## src/rtl/xalu_ise_arb.sv

```systemverilog
// Two-requester arbiter/sequencer in front of the shared Xoodyak ISE ALU.
// One operation in flight: IDLE accepts, EXEC drives the ALU, RESP returns the result.
module xalu_ise_arb #(
    parameter int XLEN  = 64,
    parameter bit RR_EN = 1'b1
) (
    input  logic            ise_clk,
    input  logic            ise_rst,
    input  logic            r0_valid,
    output logic            r0_ready,
    input  logic [4:0]      r0_fn,
    input  logic [6:0]      r0_imm,
    input  logic [XLEN-1:0] r0_in1,
    input  logic [XLEN-1:0] r0_in2,
    output logic            r0_rsp_valid,
    input  logic            r0_rsp_ready,
    output logic [XLEN-1:0] r0_rsp_data,
    output logic            r0_rsp_err,
    input  logic            r1_valid,
    output logic            r1_ready,
    input  logic [4:0]      r1_fn,
    input  logic [6:0]      r1_imm,
    input  logic [XLEN-1:0] r1_in1,
    input  logic [XLEN-1:0] r1_in2,
    output logic            r1_rsp_valid,
    input  logic            r1_rsp_ready,
    output logic [XLEN-1:0] r1_rsp_data,
    output logic            r1_rsp_err,
    output logic [4:0]      x_fn,
    output logic [6:0]      x_imm,
    output logic [XLEN-1:0] x_in1,
    output logic [XLEN-1:0] x_in2,
    output logic            x_val,
    input  logic            x_oval,
    input  logic [XLEN-1:0] x_out
);
    typedef enum logic [1:0] {IDLE, EXEC, RESP} state_t;

    state_t          state;
    logic            last_grant;
    logic            grant;
    logic            sel;
    logic            idle;
    logic            exec;
    logic            rsp_done;
    logic [4:0]      op_fn;
    logic [6:0]      op_imm;
    logic [XLEN-1:0] op_in1;
    logic [XLEN-1:0] op_in2;
    logic [XLEN-1:0] rsp_data;
    logic            rsp_err;

    // Requester 1 wins only when alone, or on its round-robin turn.
    always_comb begin
        sel = r1_valid;
        if (r0_valid && r1_valid)
            sel = RR_EN ? ~last_grant : 1'b0;
    end

    assign idle     = (state == IDLE) && !ise_rst;
    assign exec     = (state == EXEC);
    assign r0_ready = idle && r0_valid && !sel;
    assign r1_ready = idle && r1_valid && sel;
    assign rsp_done = grant ? r1_rsp_ready : r0_rsp_ready;

    always_ff @(posedge ise_clk or posedge ise_rst) begin
        if (ise_rst) begin
            state      <= IDLE;
            last_grant <= 1'b1;
            grant      <= 1'b0;
            op_fn      <= '0;
            op_imm     <= '0;
            op_in1     <= '0;
            op_in2     <= '0;
            rsp_data   <= '0;
            rsp_err    <= 1'b0;
        end else begin
            case (state)
                IDLE: if (r0_ready || r1_ready) begin
                    grant  <= sel;
                    op_fn  <= sel ? r1_fn  : r0_fn;
                    op_imm <= sel ? r1_imm : r0_imm;
                    op_in1 <= sel ? r1_in1 : r0_in1;
                    op_in2 <= sel ? r1_in2 : r0_in2;
                    state  <= EXEC;
                end
                EXEC: begin
                    rsp_data <= x_oval ? x_out : '0;
                    rsp_err  <= ~x_oval;
                    state    <= RESP;
                end
                RESP: if (rsp_done) begin
                    last_grant <= grant;
                    state      <= IDLE;
                end
                default: state <= IDLE;
            endcase
        end
    end

    // ALU inputs are held at zero outside the execute cycle.
    assign x_val = exec;
    assign x_fn  = exec ? op_fn  : '0;
    assign x_imm = exec ? op_imm : '0;
    assign x_in1 = exec ? op_in1 : '0;
    assign x_in2 = exec ? op_in2 : '0;

    assign r0_rsp_valid = (state == RESP) && !grant;
    assign r1_rsp_valid = (state == RESP) && grant;
    assign r0_rsp_data  = r0_rsp_valid ? rsp_data : '0;
    assign r1_rsp_data  = r1_rsp_valid ? rsp_data : '0;
    assign r0_rsp_err   = r0_rsp_valid && rsp_err;
    assign r1_rsp_err   = r1_rsp_valid && rsp_err;
endmodule

```

## config.mk

```make
export PLATFORM = sky130hd
export DESIGN_NAME = xalu_ise_arb
export DESIGN_NICKNAME = d
export VERILOG_FILES = /design/src/rtl/xalu_ise_arb.sv
export SDC_FILE = /design/constraint.sdc
export NUM_CORES = 1
export LEC_CHECK = 0
export CAP_MARGIN = 0
export CORE_AREA = 2 2 242 244
export DETAILED_ROUTE_END_ITERATION = 7
export DIE_AREA = 0 0 244 246
export REMOVE_ABC_BUFFERS = 1
export SYNTH_ARGS = -nofsm -noshare
export SYNTH_HDL_FRONTEND = slang
export SYNTH_SLANG_ARGS = --single-unit
```

## constraint.sdc

```tcl
create_clock -name ise_clk -period 8.35 [get_ports ise_clk]
set_input_delay 1.2525 -clock ise_clk [delete_from_list [all_inputs] [get_ports ise_clk]]
set_output_delay 1.2525 -clock ise_clk [all_outputs]
set_load 0.03 [all_outputs]
```

**After elaboration in Yosys (flattened, before gate mapping)**

Cells that the tools add are included.

- Register bits: 209
- Input port bits: 351
- Output and inout port bits: 275
- Word-level logic and storage cells: 49

- Eq/ne operators: 4
- Mux-type cells: 16
- Bitwise operators: 2
- Reduce and logical (&&, ||, !) cells: 18

Operators by type and width:

| cell | number |
|---|---|
| 64-bit two-way mux | 7 |
| 7-bit two-way mux | 2 |
| 1-bit logical AND | 10 |
| 5-bit two-way mux | 2 |
| 2-bit one-hot mux with 3 select lines | 1 |
| 2-bit AND reduction | 3 |
| 2-bit two-way mux | 2 |
| 1-bit logical NOT | 3 |
| 2-bit by 1-bit equality test with 1-bit output (second input constant) | 1 |
| 2-bit equality test (second input constant) | 1 |
| 2-bit logical NOT | 1 |
| 1-bit two-way mux | 2 |
| 2-bit by 1-bit != test with 1-bit output (second input constant) | 1 |
| 2-bit != test (second input constant) | 1 |
| 1-bit NOT | 2 |
| 1-bit logical OR | 1 |

**Longest topological paths before layout**

Gate-level depths: netlist (run 1).

- Depth after elaboration: 7
- Gate-level depth with buffers: 7
- Gate-level depth less buffers: 4

**Worst setup path before layout (run 1)**

Ideal clock, no wire load.

- Path kind: input port to output port
- Start point: input port r1_valid
- End point: output port r0_ready
- Arrival time: 2.343 ns
- Data required time: 7.098 ns
- Setup slack: 4.755 ns
- Cell stages on the path: 4
- Path buffers: 2
- Cells stage by stage: nor2b_1 buf_2 clkbuf_1 nor3_1

- Longest elaborated chain between the ends: 4

Ends and longest elaborated chain:

| item | line | text |
|---|---|---|
| start: declaration | 19 | `input logic r1_valid,` |
| 1-bit logical AND | 56 | `if (r0_valid && r1_valid)` |
| 1-bit two-way mux * | 56 |  |
| 1-bit logical NOT * | 62 | `assign r0_ready = idle && r0_valid && !sel;` |
| 1-bit logical AND * | 62 |  |
| end: declaration | 10 | `output logic r0_ready,` |

Mark *: on every way between the ends. The rest lies on a longest branch, timed or not.

**Worst setup path after layout (run 1)**

- Start point: register state[1]
- End point: output port x_in2[32]

- Longest elaborated chain between the ends: 2

Ends and longest elaborated chain:

| item | line | text |
|---|---|---|
| start: declaration | 39 | `state_t state;` |
| start signal: assignment | 68 | `state <= IDLE;` |
| start signal: assignment | 85 | `state <= EXEC;` |
| start signal: assignment | 90 | `state <= RESP;` |
| 2-bit by 1-bit equality test with 1-bit output | 61 | `assign exec = (state == EXEC);` |
| 64-bit two-way mux | 106 | `assign x_in2 = exec ? op_in2 : '0;` |
| end: declaration | 32 | `output logic [XLEN-1:0] x_in2,` |

Every way passes these cells.

==> results of run 1 <==
power by group through the flow:
stage | clock (mW) | sequential (mW) | combinational (mW)
global route | 1.21 | 1.99 | 2.79
detailed placement | 0 | 1.94 | 2.64
floorplan | 0 | 1.72 | 1.64
global placement | 0 | 1.93 | 2.59
finish | 1.13 | 1.93 | 2.61
CTS | 1.18 | 1.93 | 2.64
cell families (layout without fill, tap and decap cells):
group / count (synthesis) / count (layout)
and+or+nand+nor: 477 / 477
DFF: 209 / 209
buffers and inverters: 138 / 683
other: 0 / 3
muxes: 1 / 1
AOI/OAI and AO/OA: 286 / 286
layer usage:
metal	part of all wire, %	vias to the layer above
met1	39	5329
met4	2.9	2
li1	-	5147
met2	52	462
met5	0.028	-
met3	6.0	65
critical path: stages (launching register included):
cell and delay, ns:
dfrtp_1 0.42, nand2b_2 0.19, buf_4 0.33, inv_6 0.68
buf_4 0.65, and2_1 0.23, clkdlybuf4s50_1 0.69
worst paths after layout:
| check | start | to |
|---|---|---|
| worst max-delay path | state[1] | x_in2[32] |
| worst min-delay path | rsp_data[16] | rsp_data[16] |
| worst max register to register | state[1] | rsp_data[44] |
| worst min register to register | rsp_data[16] | rsp_data[16] |
| max in group asynchronous | ise_rst | op_in2[20] |
| min in group asynchronous | ise_rst | state[0] |
stage by stage:
| step | instance area (um^2) | TNS (ns) |
|---|---|---|
| 2_1_floorplan | 10330 | -54.43 |
| 3_3_place_gp | 17690 | 0 |
| 3_5_place_dp | 17690 | 0 |
| 4_1_cts | 18550 | 0 |
| 5_1_grt | 18560 | 0 |
| 6_report | 18560 | 0 |
Yosys cell counts, drive strengths merged, types with 3 or more instances:
cell	number
dfrtp	208
nand2	131
clkbuf	91
o32ai	140
a2bb2oi	140
inv	3
and2	206
nand3	64
buf	44
and3	65
nor2	4
registers in the layout (all words and copies together) (netlist names), 2 cells and up:
register / cells
state: 2
op_imm: 7
rsp_data: 64
op_in2: 64
op_in1: 64
op_fn: 5
layout make-up:
cell class | count | area (um^2)
Fill cell | 5970 | 38810
Antenna cell | 3 | 7.507
Timing Repair Buffer | 636 | 6359
Multi-Input combinational cell | 764 | 5120
Tap cell | 765 | 957.2
Sequential cell | 209 | 5233
Inverter | 3 | 26.28
Clock inverter | 14 | 172.7
Clock buffer | 30 | 684.4
==> run metrics, run 1 <==
hold path cells=2; yosys synthesis warning count=0; WL final=46870 um; Post-synth ARST share=100.0%; CP startpoint kind=flop; most frequent cells in the layout=624 x clkdlybuf4s50_1, 207 x dfrtp_1, 206 x and2_1; drt pass-1 iters=4; CP Data Required Time=7.10 ns; cts hold-fix bufs=0; placed cells=2377; Post-synth EDFFs=0; switch share=40.36%; post-synth top area share=47.80%; slew margin rel.=20.02%; Setup Buffers After CTS=0; Synth Cell Area=10890 um^2; Num CTS Buffers=25; Cell variety after synth=25; XOR/XNOR Fraction of Synth Area=0%; Residual DRC=0; mux share of post-synthesis cell area=0.1034%; Die H=246 um; worst endpoint data arrival time=3.85 ns; setup ws final=3.243 ns; clock sink total=209; Period minus WS final=5.107 ns; Buffers on Ports=625; initial antenna violation count=7; crit path kind=reg -> out; routed via count=11005; Leak=7.424 nW; Post-Synth Adder-Cell Area=0%; Post-Synth Simple-Gate Area=23.66%; Total GRT Usage=14.72%; status=complete, no violations; HP Class=reg -> reg; unrepaired setup endpoints after global routing=no; Detailed Place HPWL=35050 um; via/cell ratio=4.540; P&R area growth vs syn=70.44%; largest family of logic cells by synthesized area=simple AND/OR/NAND/NOR gates; dpl ws=3.765 ns; PwrDens=305.2 nW/um^2; synth top area cells=dfrtp_1 48%, and2_1 12%, a2bb2oi_1 11%; share of cells above drive strength 1=4.167%; most common library cell in the layout ignoring fill and taps=clkdlybuf4s50_1; clock-pin slew on the worst setup and hold paths=0.06 ns; CTS resizes=0; GR Util met2=27.79%; CTS Buffer Depth=3; biggest area consumer among synthesized cells=dfrtp_1; Final period util=61.17%; GR Util met3=2.527%; final setup vio count=0; endpoint class of the critical path=output pin; Non-Filler Instances=2424; routed len/inst=19.34 um; Nets=1990; clock tree root driver cell=clkbuf_16; combinational fraction of design power=46.0%; clock latency on the worst-skew pair=0.53 ns; Die ar.=60020 um^2; fmax=0.1958 GHz; Avg Cell Area, Syn=9.801 um^2; Switching Power=2.286 mW; worst-path fanout max=131; Finished Core Util=32.35%; grt peak-use layer=met2; Synth Register Bits=209; global-route wire length before repair=68250 um; Synth Area in Compound Gates=22.92%; H-tree Lvls=1; Seq/Total Area, Yosys=48.04%; internal reg-to-reg setup slack=5.57 ns; pin count of the biggest net entering global routing=142; Reg2Reg Depth=6; Max-Cap Viols=0; Internal=3.379 mW; routing usage on met1=16.68%; Max rail drop VDD=0.1975 mV; GRT overflow=0; Post-Syn Instances=1111; number of global-route vias before repair=11233; Final GP Congestion=0.8409; Final Hold Fails=0; Initial Util=18.98%; Tot Pwr=5.665 mW; Rows=88; core area=57370 um^2; Worst-Margin Slew=1.197 ns; skew final=0.009193 ns; I/O pin cnt=626; Top FF cell, synth=dfrtp_1; 1st-iter DRT viols=444; post-route ant nets=0; Clock power frac=20.0%; register share of total power=34.0%; die width=244 um; CTS tree=done; worst hold slack=0.4889 ns; fin. max-slew vios=0
Power figures use the tool's default switching activity.
==> run 2, diff against run 1 <==
--- a/config.mk
+++ b/config.mk
@@ -6,9 +6,9 @@
 export NUM_CORES = 1
 export LEC_CHECK = 0
 export CAP_MARGIN = 0
-export CORE_AREA = 2 2 242 244
+export CORE_AREA = 2 2 241 243
 export DETAILED_ROUTE_END_ITERATION = 7
-export DIE_AREA = 0 0 244 246
+export DIE_AREA = 0 0 243 245
 export REMOVE_ABC_BUFFERS = 1
 export SYNTH_ARGS = -nofsm -noshare
 export SYNTH_HDL_FRONTEND = slang
==> constraint.sdc (replaced) <==
create_clock -name ise_clk -period 4.35 [get_ports ise_clk]
set_input_delay 0.6525 -clock ise_clk [delete_from_list [all_inputs] [get_ports ise_clk]]
set_output_delay 0.6525 -clock ise_clk [all_outputs]
set_load 0.03 [all_outputs]
==> run metrics, run 2 (same netlist as run 1, synthesis figures left out) <==
cts hold-fix bufs=0; setup ws final=0.6714 ns; Setup Buffers After CTS=0; clock latency on the worst-skew pair=0.53 ns; CP Data Required Time=3.70 ns; dpl ws=1.074 ns; hold path cells=2; most frequent cells in the layout=624 x clkdlybuf4s50_1, 207 x dfrtp_1, 206 x and2_1; Reg2Reg Depth=4; peak per-stage delay on the critical path=0.68 ns; Residual DRC=0; die width=243 um; Leak=7.478 nW; unrepaired setup endpoints after global routing=no; GRT overflow=0; HP Class=reg -> reg; Non-Filler Instances=2433; routed len/inst=19.79 um; Final GP Congestion=0.8269; HP Start=rsp_data[41]; PwrDens=582.7 nW/um^2; combinational fraction of design power=46.8%; most common library cell in the layout ignoring fill and taps=clkdlybuf4s50_1; via/cell ratio=4.573; global-route wire length before repair=70700 um; initial antenna violation count=5; share of cells above drive strength 1=4.330%; CP startpoint kind=flop; switch share=39.99%; worst r2r dst=op_in1[18]; worst endpoint data arrival time=3.03 ns; Max-Cap Viols=0; Tot Pwr=10.88 mW; CTS resizes=0; core area=57030 um^2; post-route ant nets=0; slew margin rel.=20.18%; 1st-iter DRT viols=492; CTS tree=done; routed via count=11125; H-tree Lvls=1; final setup vio count=0; fmax=0.2718 GHz; Num CTS Buffers=24; crit path kind=reg -> out; pin count of the biggest net entering global routing=141; number of global-route vias before repair=11435; Internal=6.529 mW; Die ar.=59540 um^2; CTS Buffer Depth=3; Reg-to-Reg Start=state[0]; end of the worst hold path=rsp_data[41]; Clock power frac=19.6%; WL final=48140 um; internal reg-to-reg setup slack=2.16 ns; placed cells=2385; crit path cell chain=nand2b_2, inv_6, buf_4, and2_1, clkdlybuf4s50_1; CP max-delay cell=clkdlybuf4s50_1; biggest regs=op_in1 (64), op_in2 (64), rsp_data (64); skew final=0.01497 ns; Detailed Place HPWL=35310 um; drt pass-1 iters=5; endpoint class of the critical path=output pin; Finished Core Util=32.74%; clock tree root driver cell=clkbuf_16; clock-pin slew on the worst setup and hold paths=0.06 ns; P&R area growth vs syn=71.48%; Period minus WS final=3.679 ns; Final period util=84.57%; Rows=88; clock sink total=209; Total GRT Usage=15.23%; Filler cells=5938; Buffers on Ports=625; worst-path fanout max=88; status=complete, no violations; Die H=245 um; Nets=1997; Max rail drop VDD=0.3358 mV; TNS Setup=0 ns; I/O pin cnt=626; Final Hold Fails=0; Switching Power=4.351 mW; Worst-Margin Slew=1.197 ns; Initial Util=19.09%; fin. max-slew vios=0; register share of total power=33.5%
==> run 2: cell count changes in the layout (fill, tap and decap cells not counted), sizes merged <==
cell / before / now
clkbuf: 30 / 35
clkinvlp: 2 / 1
diode: 3 / 5
inv: 4 / 3
buf: 12 / 20
clkinv: 8 / 4
==> run 2: cell type report <==
cell class                 instances  area (um^2)  share of cell area [%]
sequential                       209         5233                   28.02
inverter                           3        26.28                  0.1407
clock buffer                      35        713.2                   3.819
timing repair buffer             644         6494                   34.78
clock inverter                     8        117.6                  0.6299
tap                              765        957.2                   5.126
antenna                            5        12.51                 0.06701
multi-input combinational        764         5120                   27.42
==> run 2: worst max path at each step <==
| stage | slack, ns | startpoint | depth (start not counted) | end |
|---|---|---|---|---|
| 5_1_grt | 0.51 | state[1] | 5 | x_in1[31] |
| 6_report | 0.67 | state[1] | 5 | x_in1[31] |
| 3_3_place_gp | 1.15 | r0_valid | 4 | r0_ready |
| 2_1_floorplan | -3.91 | ise_rst | 3 | grant |
| 4_1_cts | 0.65 | state[1] | 5 | x_in1[13] |
| 3_5_place_dp | 1.07 | r0_valid | 5 | op_in2[50] |
==> run 2: per-layer routing <==
layer	global-route usage [%]	up-vias	routed length, um
met5	0	-	0
met4	6.135	0	1613
met3	3.477	62	3363
met2	27.86	474	25020
met1	17.01	5425	18150
li1	-	5164	-
==> run 2: power groups by stage <==
stage	registers, mW	clock network, mW	logic (mW)
after floorplan	3.30	0	3.14
after global placement	3.64	0	5.06
after detailed placement	3.66	0	5.14
after CTS	3.65	2.21	5.15
after global routing	3.76	2.28	5.44
final	3.65	2.14	5.09
==> run 2: worst max-delay path: cells and delay by family (launching register included) <==
family	cells	cell delay (ns)
buf+inv	3	1.53
flops	1	0.42
simple gates	2	0.41
==> run 2: per-stage QoR <==
step / hold WS, ns / area [um^2]
after floorplan: 0.4443 / 10330
after global placement: 0.4642 / 17830
after detailed placement: 0.4715 / 17830
after CTS: 0.4841 / 18660
after global routing: 0.5191 / 18670
final: 0.4855 / 18670
==> run 3, diff against run 2 <==
==> constraint.sdc (replaced) <==
create_clock -name ise_clk -period 3.05 [get_ports ise_clk]
set_input_delay 0.4575 -clock ise_clk [delete_from_list [all_inputs] [get_ports ise_clk]]
set_output_delay 0.4575 -clock ise_clk [all_outputs]
set_load 0.03 [all_outputs]
==> run metrics, run 3 (same netlist as run 1, synthesis figures left out) <==
status=complete, no violations; slew margin rel.=43.46%; Max-Cap Viols=0; Setup Buffers After CTS=0; CTS tree=done; Max rail drop VDD=0.4594 mV; Leak=8.909 nW; Die H=245 um; die width=243 um; number of global-route vias before repair=11283; CTS Buffer Depth=3; biggest regs=op_in1 (64), op_in2 (64), rsp_data (64); Final period util=96.23%; Post-Place Cell Area=18000 um^2; core area=57030 um^2; H-tree Lvls=1; WL final=46400 um; Nets=2003; Buf/Inv on CP=2; Rows=88; unrepaired setup endpoints after global routing=no; clock sink total=209; initial antenna violation count=7; Crit path max-delay family=buffers and inverters; most frequent cells in the layout=449 x clkdlybuf4s50_1, 207 x dfrtp_1, 206 x and2_1; crit path kind=reg -> out; clock tree root driver cell=clkbuf_16; Finished Core Util=33.32%; post-route ant nets=0; Total GRT Usage=14.68%; clock latency on the worst-skew pair=0.53 ns; Worst-Margin Slew=0.8481 ns; share of cells above drive strength 1=11.50%; setup ws final=0.1149 ns; 1st-iter DRT viols=357; Initial Util=19.09%; worst hold slack=0.4375 ns; most common library cell in the layout ignoring fill and taps=clkdlybuf4s50_1; Buffers on Ports=625; worst-path fanout max=68; Num CTS Buffers=24; CP startpoint kind=flop; HP Class=in -> async; post-route cell area=19000 um^2; endpoint class of the critical path=output pin; pin count of the biggest net entering global routing=141; P&R area growth vs syn=74.51%; worst endpoint data arrival time=2.48 ns; TNS Setup=0 ns; drt pass-1 iters=5; fmax=0.3407 GHz; clock-pin slew on the worst setup and hold paths=0.06 ns; Die ar.=59540 um^2; PwrDens=826.6 nW/um^2; Final Hold Fails=0; global-route wire length before repair=68360 um; routed via count=11049; peak per-stage delay on the critical path=0.69 ns; skew final=0.01642 ns; Period minus WS final=2.935 ns; final setup vio count=0; crit path cell chain=nor2b_4, buf_6, and3_1, clkdlybuf4s50_1; Residual DRC=0; routed len/inst=19.03 um; CP max-delay cell=clkdlybuf4s50_1; CP Data Required Time=2.59 ns; GRT overflow=0; dpl ws=0.4661 ns; fin. max-slew vios=0; Detailed Place HPWL=34140 um; Tot Pwr=15.71 mW; internal reg-to-reg setup slack=1.10 ns; Final GP Congestion=0.8299; via/cell ratio=4.530; I/O pin cnt=626; Non-Filler Instances=2439; placed cells=2391
run 3: layout make-up:
type	instances	area [um^2]
repair buffers	650	6814
fillers	5899	38030
clock buffers	38	734.5
clock inverters	6	108.9
inverters	3	26.28
multi-input cells	764	5120
diodes	4	10.01
flip-flops and latches	209	5233
well taps	765	957.2
run 3: worst min-delay path: cells and delay by family:
kind                   cells  cell delay [ns]
buffers and inverters      3             0.97
run 3: layer usage:
| metal | up-vias | share of wire (%) | global-route usage, % | wire length [um] |
|---|---|---|---|---|
| met2 | 487 | 51 | 26.69 | 23590 |
| met1 | 5313 | 38 | 16.53 | 17840 |
| met5 | - | 0 | 0 | 0 |
| met4 | 0 | 3.6 | 5.864 | 1672 |
| met3 | 73 | 7.1 | 3.389 | 3303 |
| li1 | 5176 | - | - | - |
run 3: where the power goes:
group / switching [mW] / leakage, nW / internal (mW)
combinational: 4.13 / 6.09 / 3.45
clock: 1.17 / 0.414 / 1.90
sequential: 0.925 / 2.40 / 4.13
total: 6.23 / 8.91 / 9.48
run 3: path summary, 6_finish.rpt:
check / from / endpoint / cells past startpoint
setup / recovery: state[1] / r1_rsp_data[7] / 4
hold / removal: ise_rst / grant / 3
setup reg to reg: last_grant / op_in2[60] / 4
hold reg to reg: rsp_data[15] / rsp_data[15] / 2
max in group asynchronous: ise_rst / rsp_data[12] / 4
min in group ise_clk: rsp_data[15] / rsp_data[15] / 2
run 3: what timing repair did:
item	CTS	global route
hold buffers	0	0
endpoints found under the setup margin	2	59
cloned	0	0
gates resized for setup	2	59
